===== config.mk =====
export PLATFORM = sky130hd
export DESIGN_NAME = axi4_lite_slave_write_responder
export DESIGN_NICKNAME = d
export VERILOG_FILES = /design/src/rtl/axi4_lite_slave_write_responder.sv
export SDC_FILE = /design/constraint.sdc
export NUM_CORES = 1
export LEC_CHECK = 0
export BUFFER_PORTS_ARGS = -buffer_cell sky130_fd_sc_hd__buf_2
export CAP_MARGIN = 25
export CORE_ASPECT_RATIO = 2
export CORE_UTILIZATION = 25
export DETAILED_ROUTE_END_ITERATION = 6
export GPL_ROUTABILITY_DRIVEN = 0
export PLACE_DENSITY_LB_ADDON = 0.25
export SLEW_MARGIN = 10
export SYNTH_ARGS = -nofsm -noshare
export SYNTH_HDL_FRONTEND = slang
export SYNTH_SLANG_ARGS = --single-unit

===== constraint.sdc =====
create_clock -name aclk -period 8.27 [get_ports aclk]
set_input_delay 1.654 -clock aclk [delete_from_list [all_inputs] [get_ports aclk]]
set_output_delay 1.654 -clock aclk [all_outputs]
set_load 0.1 [all_outputs]

===== src/rtl/axi4_lite_slave_write_responder.sv =====
// AXI4-Lite write-channel slave: per-channel programmable ready delay,
// strobed merge into a small word-addressed register file, OKAY/SLVERR response.
module axi4_lite_slave_write_responder #(
    parameter int unsigned ADDRESS_WIDTH = 32,
    parameter int unsigned DATA_WIDTH    = 32,
    parameter int unsigned DELAY_WIDTH   = 4,
    parameter int unsigned NUM_REGS      = 16
) (
    input  logic                        aclk,
    input  logic                        aresetn,
    input  logic [ADDRESS_WIDTH-1:0]    awaddr,
    input  logic [2:0]                  awprot,
    input  logic                        awvalid,
    output logic                        awready,
    input  logic [DATA_WIDTH-1:0]       wdata,
    input  logic [DATA_WIDTH/8-1:0]     wstrb,
    input  logic                        wvalid,
    output logic                        wready,
    output logic [1:0]                  bresp,
    output logic                        bvalid,
    input  logic                        bready,
    input  logic [DELAY_WIDTH-1:0]      delay_for_ready,
    input  logic [$clog2(NUM_REGS)-1:0] rd_index,
    output logic [DATA_WIDTH-1:0]       rd_data
);

    localparam int unsigned IDXW  = $clog2(NUM_REGS);
    localparam int unsigned LANES = DATA_WIDTH / 8;

    localparam logic [1:0] ST_IDLE = 2'd0;
    localparam logic [1:0] ST_WAIT = 2'd1;
    localparam logic [1:0] ST_FULL = 2'd2;

    localparam logic [1:0] RESP_OKAY   = 2'b00;
    localparam logic [1:0] RESP_SLVERR = 2'b10;

    logic [1:0]               aw_state;
    logic [1:0]               w_state;
    logic [DELAY_WIDTH-1:0]   aw_cnt;
    logic [DELAY_WIDTH-1:0]   w_cnt;
    logic [ADDRESS_WIDTH-1:0] aw_addr_q;
    logic [2:0]               awprot_unused_q;
    logic [DATA_WIDTH-1:0]    w_data_q;
    logic [LANES-1:0]         w_strb_q;
    logic [DATA_WIDTH-1:0]    regs [NUM_REGS];

    logic                     aw_fire;
    logic                     w_fire;
    logic                     b_done;
    logic                     aw_have;
    logic                     w_have;
    logic                     do_write;
    logic [ADDRESS_WIDTH-1:0] addr_eff;
    logic [DATA_WIDTH-1:0]    data_eff;
    logic [LANES-1:0]         strb_eff;
    logic [IDXW-1:0]          wr_index;
    logic                     addr_ok;

    assign awready = (aw_state == ST_WAIT) && (aw_cnt == '0);
    assign wready  = (w_state == ST_WAIT) && (w_cnt == '0);
    assign aw_fire = awready && awvalid;
    assign w_fire  = wready && wvalid;
    assign b_done  = bvalid && bready;

    always_ff @(posedge aclk or negedge aresetn) begin
        if (!aresetn) begin
            aw_state        <= ST_IDLE;
            aw_cnt          <= '0;
            aw_addr_q       <= '0;
            awprot_unused_q <= '0;
        end else begin
            case (aw_state)
                ST_IDLE: if (awvalid) begin
                    aw_cnt   <= delay_for_ready;
                    aw_state <= ST_WAIT;
                end
                ST_WAIT: begin
                    if (aw_cnt != '0) begin
                        aw_cnt <= aw_cnt - DELAY_WIDTH'(1);
                    end else if (awvalid) begin
                        aw_addr_q       <= awaddr;
                        awprot_unused_q <= awprot;
                        aw_state        <= ST_FULL;
                    end else begin
                        aw_state <= ST_IDLE;
                    end
                end
                ST_FULL: if (b_done) aw_state <= ST_IDLE;
                default: aw_state <= ST_IDLE;
            endcase
        end
    end

    always_ff @(posedge aclk or negedge aresetn) begin
        if (!aresetn) begin
            w_state  <= ST_IDLE;
            w_cnt    <= '0;
            w_data_q <= '0;
            w_strb_q <= '0;
        end else begin
            case (w_state)
                ST_IDLE: if (wvalid) begin
                    w_cnt   <= delay_for_ready;
                    w_state <= ST_WAIT;
                end
                ST_WAIT: begin
                    if (w_cnt != '0) begin
                        w_cnt <= w_cnt - DELAY_WIDTH'(1);
                    end else if (wvalid) begin
                        w_data_q <= wdata;
                        w_strb_q <= wstrb;
                        w_state  <= ST_FULL;
                    end else begin
                        w_state <= ST_IDLE;
                    end
                end
                ST_FULL: if (b_done) w_state <= ST_IDLE;
                default: w_state <= ST_IDLE;
            endcase
        end
    end

    // A handshake completing this cycle bypasses its buffer, so the write and
    // bvalid land on the same edge that fills the later of the two buffers.
    always_comb begin
        aw_have  = (aw_state == ST_FULL) || aw_fire;
        w_have   = (w_state == ST_FULL) || w_fire;
        addr_eff = aw_fire ? awaddr : aw_addr_q;
        data_eff = w_fire ? wdata : w_data_q;
        strb_eff = w_fire ? wstrb : w_strb_q;
        do_write = aw_have && w_have && !bvalid;
        wr_index = addr_eff[IDXW+1:2];
        addr_ok  = (addr_eff[1:0] == 2'b00) && ((addr_eff >> (IDXW + 2)) == '0);
    end

    always_ff @(posedge aclk or negedge aresetn) begin
        if (!aresetn) begin
            bvalid <= 1'b0;
            bresp  <= RESP_OKAY;
            for (int unsigned i = 0; i < NUM_REGS; i++) begin
                regs[i] <= '0;
            end
        end else if (do_write) begin
            bvalid <= 1'b1;
            bresp  <= addr_ok ? RESP_OKAY : RESP_SLVERR;
            if (addr_ok) begin
                for (int unsigned i = 0; i < LANES; i++) begin
                    if (strb_eff[i]) begin
                        regs[wr_index][8*i +: 8] <= data_eff[8*i +: 8];
                    end
                end
            end
        end else if (b_done) begin
            bvalid <= 1'b0;
        end
    end

    assign rd_data = regs[rd_index];

endmodule


# After elaboration in Yosys (flattened, before gate mapping)
# Cells that the tools add are included.
# op_classes
bitwise,4
reduce_logical,30
mux,46
add_sub_neg,2
eq_ne,12
n_lt_le_gt_ge,3
# op_table
cell,n
512-bit two-way mux,10
512-bit bitwise mux,4
32-bit demux with 4-bit select,4
32-bit two-way mux,5
32-bit binary-select mux with 4-bit select,1
32-bit logical NOT,1
24-bit two-way mux,1
4-bit two-way mux,5
3-bit AND reduction,6
16-bit two-way mux,1
2-bit two-way mux,8
4-bit case mux with 2 select lines,2
2-bit inequality test (second input constant),6
2-bit case mux with 3 select lines,2
5-bit greater-or-equal comparator (second input constant),2
4-bit NOT with 5-bit output,2
1-bit logical AND,9
4-bit logical NOT,2
8-bit two-way mux,1
4-bit nonzero test,2
4-bit by 1-bit subtractor with 4-bit output (second input constant),2
2-bit logical NOT,3
2-bit nonzero test,3
5-bit by 1-bit less-than comparator with 1-bit output (second input constant),1
8 further kinds,14
# word_totals
output_inout_bits,37
register_bits,595
word_cells,122
inputBits,84

# Logic depth before layout (Yosys ltp)
# logic_depth
word_depth,23
depth_mapped,10
depth_no_buf,7

# Worst setup path before layout
# OpenSTA, ideal clock, no wires.
# synth_timing
path_kind,in2out
start,input rd_index[0]
end,output rd_data[0]
required_ns,6.616
slack_ns,2.615
path_buffers,2
stages,4
t_arrival_ns,4.001
path_cell_list,clkbuf_1 -> buf_1 -> mux4_2 -> mux4_2
# synth_via
elab_chain_cells,4
# synth_rtl
element,line_no,rtl
from (decl),23,"input logic [$clog2(NUM_REGS)-1:0] rd_index,"
4-bit NOT with 5-bit output (not written as such),158,assign rd_data = regs[rd_index];
32-bit binary-select mux with 4-bit select,158,
32-bit two-way mux (not written as such) (2 in series),158,
to (decl),24,output logic [DATA_WIDTH-1:0] rd_data
# No other way between the ends. The select of a mux whose other input is x is not followed.

# Worst setup path after layout
# layout_timing
start,input rd_index[1]
end,output rd_data[9]
# Same word-level chain as after synthesis.

==> flow_metrics.py <==
metrics = {
    "grt": {
        "grt_usage_pct": 13.3,
        "global_route_wire_length_before_repair_um": 113000,
        "gr-total-overflow": 0,
        "largest_net_degree_at_the_start_of_global_routing": 186,
        "first_global_vias": 17200,
        "antenna_found_initial": 10,
    },
    "clocking": {
        "hold_buffers": 0,
        "clk_transition_reported_paths_ps": 60,
        "clock-sinks": 594,
        "number_of_buffers_inserted_during_clock_tree_synthesis": 54,
        "buffer_depth_of_the_longest_clock_path": 3,
        "cts_post_setup_buffers_inserted": 0,
        "clk_latency_ps": 620,
        "cts_resized": 0,
        "cts_root_buf": "sky130_fd_sc_hd__clkbuf_16",
        "cts-htree-levels": 2,
        "tritoncts": "built",
    },
    "worst_setup_path": {
        "path_class": "in -> out",
        "worst_path_max_delay_cell": "sky130_fd_sc_hd__buf_4",
        "crit_path_largest_cell_delay_ps": 640,
        "timing.critical_path.from_type": "primary input",
        "critical_path_required_ps": 6620,
        "worstSetupEndpointType": "primary output",
        "critPathMaxFanout": 67,
        "r2r_setup_slack_ps": 3800,
        "critPathMostFrequentCell": "sky130_fd_sc_hd__mux4_2",
        "critical_path.cell_chain": "buf_6 -> buf_4 -> mux4_2 -> mux4_2 -> buf_2",
        "crit_start": "rd_index[1]",
        "timing.critical_path.arrival_ps": 4230,
        "regToRegStartpoint": "aw_cnt[0]$_DFFE_PN0P_",
    },
    "synthesis": {
        "ys_async_sr_fraction_pct": 100,
        "yosys-top-cells-count": "sky130_fd_sc_hd__dfrtp_1 (594), sky130_fd_sc_hd__mux2_2 (560), sky130_fd_sc_hd__mux4_2 (160)",
        "synth-edff-count": 0,
        "mappedNetlistArea_sq_mm": 0.0278,
        "dominantRegCellSynth": "sky130_fd_sc_hd__dfrtp_1",
        "yosys-top-cells-area": "sky130_fd_sc_hd__dfrtp_1 (53%), sky130_fd_sc_hd__mux2_2 (23%), sky130_fd_sc_hd__mux4_2 (13%), sky130_fd_sc_hd__nor4_4 (4.8%), sky130_fd_sc_hd__mux2_4 (0.86%)",
        "yosys.cell_count.top_type": "sky130_fd_sc_hd__dfrtp_1",
        "ys_seq_area_share_pct": 53.4,
        "dominant_cell_type_by_area_after_synthesis": "sky130_fd_sc_hd__dfrtp_1",
        "synth_top_area_share_pct": 53.4,
        "syn_inst": 1666,
        "ys_seq_elements": 594,
        "avgSynthCellArea_sq_um": 16.7,
        "ys_types": 44,
        "synthesis.nets": 1754,
        "warnings_synthesis": 0,
    },
    "die": {
        "chipWidth_um": 238,
        "floorplan.initialDensity_pct": 25.3,
        "ioPinCount": 121,
        "coreArea_sq_mm": 0.110,
        "number_of_placement_rows": 172,
        "die_area_sq_mm": 0.113,
        "die_h_um": 474,
    },
    "drt": {
        "post_drt_wl_per_cell_um": 22.3,
        "drt_drc_violations_left": 0,
        "avgViaCountPerCell": 4.65,
        "routed_wirelength_um": 73400,
        "drt-initial-drc-count": 617,
        "drt.antenna.violating_nets": 0,
        "via_count": 15300,
        "detail_route.first_pass.iterations": 5,
    },
    "sta": {
        "rsz0062_at_grt": "no",
        "timing.setup.tns_ps": 0,
        "final.hold.worst_slack_ps": 502,
        "layout_min_cycle_time_ps": 5880,
        "setup_skew_after_layout_ps": 25.9,
        "timing.final.crit_share_pct": 71.1,
        "timing_worst_slew_pin_value_ps": 1080,
        "hold_viol_final": 0,
        "fmax_mhz": 170,
        "relSlewSlack_pct": 27.6,
        "report.final.setup_viol": 0,
        "final_max_slew_viol_count": 0,
    },
    "finish": {
        "seqCellArea_sq_mm": 0.0149,
        "syn_to_final_growth_pct": 15.6,
        "design_area_sq_mm": 0.0322,
        "finalNetCount": 1859,
        "multiInputGateArea_sq_mm": 0.0125,
        "final.fill_count": 11000,
        "finalCoreUtilization_pct": 29.2,
        "layout-drive-gt1-share_pct": 58.0,
    },
    "placement": {
        "port_buffers": 116,
        "place_area_sq_mm": 0.0302,
        "hpwl_um": 47200,
    },
    "outcome": {
        "status": "completed",
    },
    "pwr": {
        "static_leak_nw": 15.0,
        "powerDensity_mw_per_mm2": 225,
        "ir_drop_v": 0.000147,
    },
    "flow_run": {
        "max_cap_viol_count": 0,
    },
    "min_path": {
        "timing.hold.worst.start": "regs[421]$_DFFE_PN0P_",
        "worst_hold_path_type": "reg -> reg",
    },
}
final timing paths:
path,endpoint,cells past startpoint
hold reg to reg,regs[421]$_DFFE_PN0P_,1
setup / recovery,rd_data[9],5
min in group asynchronous,w_data_q[13]$_DFFE_PN0P_,1
setup reg to reg,regs[267]$_DFFE_PN0P_,9
hold / removal,regs[421]$_DFFE_PN0P_,1
max in group asynchronous,aw_addr_q[26]$_DFFE_PN0P_,3
power breakdown:
group / total [W] / internal [W] / switching (W)
Sequential: 0.00320 / 0.00310 / 0.000106
Combinational: 0.00129 / 0.000360 / 0.000934
Clock: 0.00273 / 0.00158 / 0.00115
Total: 0.00723 / 0.00503 / 0.00219
cells in the final DEF, fill, tap and decap left out, types with 2 or more instances in the layout:
master,n
sky130_fd_sc_hd__dfrtp_1,594
sky130_fd_sc_hd__mux2_2,560
sky130_fd_sc_hd__mux4_2,160
sky130_fd_sc_hd__buf_2,113
sky130_fd_sc_hd__nor4_4,64
sky130_fd_sc_hd__clkbuf_16,54
sky130_fd_sc_hd__nor2_1,31
sky130_fd_sc_hd__nor4_1,28
sky130_fd_sc_hd__buf_4,27
sky130_fd_sc_hd__a21oi_1,18
sky130_fd_sc_hd__clkbuf_8,18
sky130_fd_sc_hd__mux2_4,16
sky130_fd_sc_hd__nand2b_1,15
sky130_fd_sc_hd__inv_1,11
sky130_fd_sc_hd__clkinv_2,11
sky130_fd_sc_hd__o21ai_0,10
sky130_fd_sc_hd__nand2_1,7
sky130_fd_sc_hd__bufinv_16,7
sky130_fd_sc_hd__clkbuf_1,7
sky130_fd_sc_hd__buf_6,5
sky130_fd_sc_hd__nand4_1,4
sky130_fd_sc_hd__mux2i_4,4
sky130_fd_sc_hd__a2111oi_0,4
sky130_fd_sc_hd__nor3_1,4
sky130_fd_sc_hd__ha_1,4
sky130_fd_sc_hd__diode_2,3
sky130_fd_sc_hd__a22oi_1,3
sky130_fd_sc_hd__nand3_1,3
sky130_fd_sc_hd__buf_12,3
sky130_fd_sc_hd__nor3b_1,2
sky130_fd_sc_hd__and2_1,2
sky130_fd_sc_hd__o211ai_1,2
sky130_fd_sc_hd__or2_2,2
sky130_fd_sc_hd__a41oi_1,2
sky130_fd_sc_hd__inv_6,2
sky130_fd_sc_hd__clkinv_8,2
critical path, delay by kind of cell:
kind	cells	cell delay, ps
buffers and inverters	3	1560
multiplexers	2	950
logic make-up (layout without fill, tap and decap cells):
logic type | Yosys count | in the layout | synth area share, %
simple gates | 168 | 168 | 6.87
mux | 740 | 740 | 36.7
flops | 594 | 594 | 53.4
fa+ha+maj | 4 | 4 | 0.180
compound gates | 46 | 46 | 1.03
other cells | 1 | 4 | 0.0135
buf+inv | 113 | 263 | 1.77
stage by stage:
step	setup slack [ps]	instances	power [W]
6_report	2390	3298	0.00723
5_1_grt	2180	3296	0.00758
4_1_cts	2250	3290	0.00734
3_5_place_dp	2250	3189	0.00456
3_3_place_gp	2250	3184	0.00448
2_1_floorplan	2610	1666	0.00415
per-layer routing:
layer | vias to the layer above | GRT usage [%] | wire length, um | part of all wire [%]
met5 | - | 0 | 69 | 0.094
met4 | 12 | 4.34 | 2020 | 2.8
met3 | 104 | 1.68 | 2500 | 3.4
met2 | 294 | 24.9 | 39900 | 54
met1 | 8345 | 15.5 | 28900 | 39
li1 | 6575 | - | - | -
state kept, by name (all words and copies together) (netlist names):
signal     flops
aw_addr_q     32
aw_cnt         4
w_cnt          4
bresp          1
w_strb_q       4
regs         512
w_state        2
bvalid         1
w_data_q      32
aw_state       2
cell type report:
class | instances | share of cell area, %
sequential | 594 | 46.2
multi-input combinational | 959 | 39.0
tap | 1479 | 5.75
clock buffer | 78 | 5.01
timing repair buffer | 151 | 2.92
clock inverter | 23 | 1.00
inverter | 11 | 0.128
antenna | 3 | 0.0233
(Power assumes the default switching activity.)
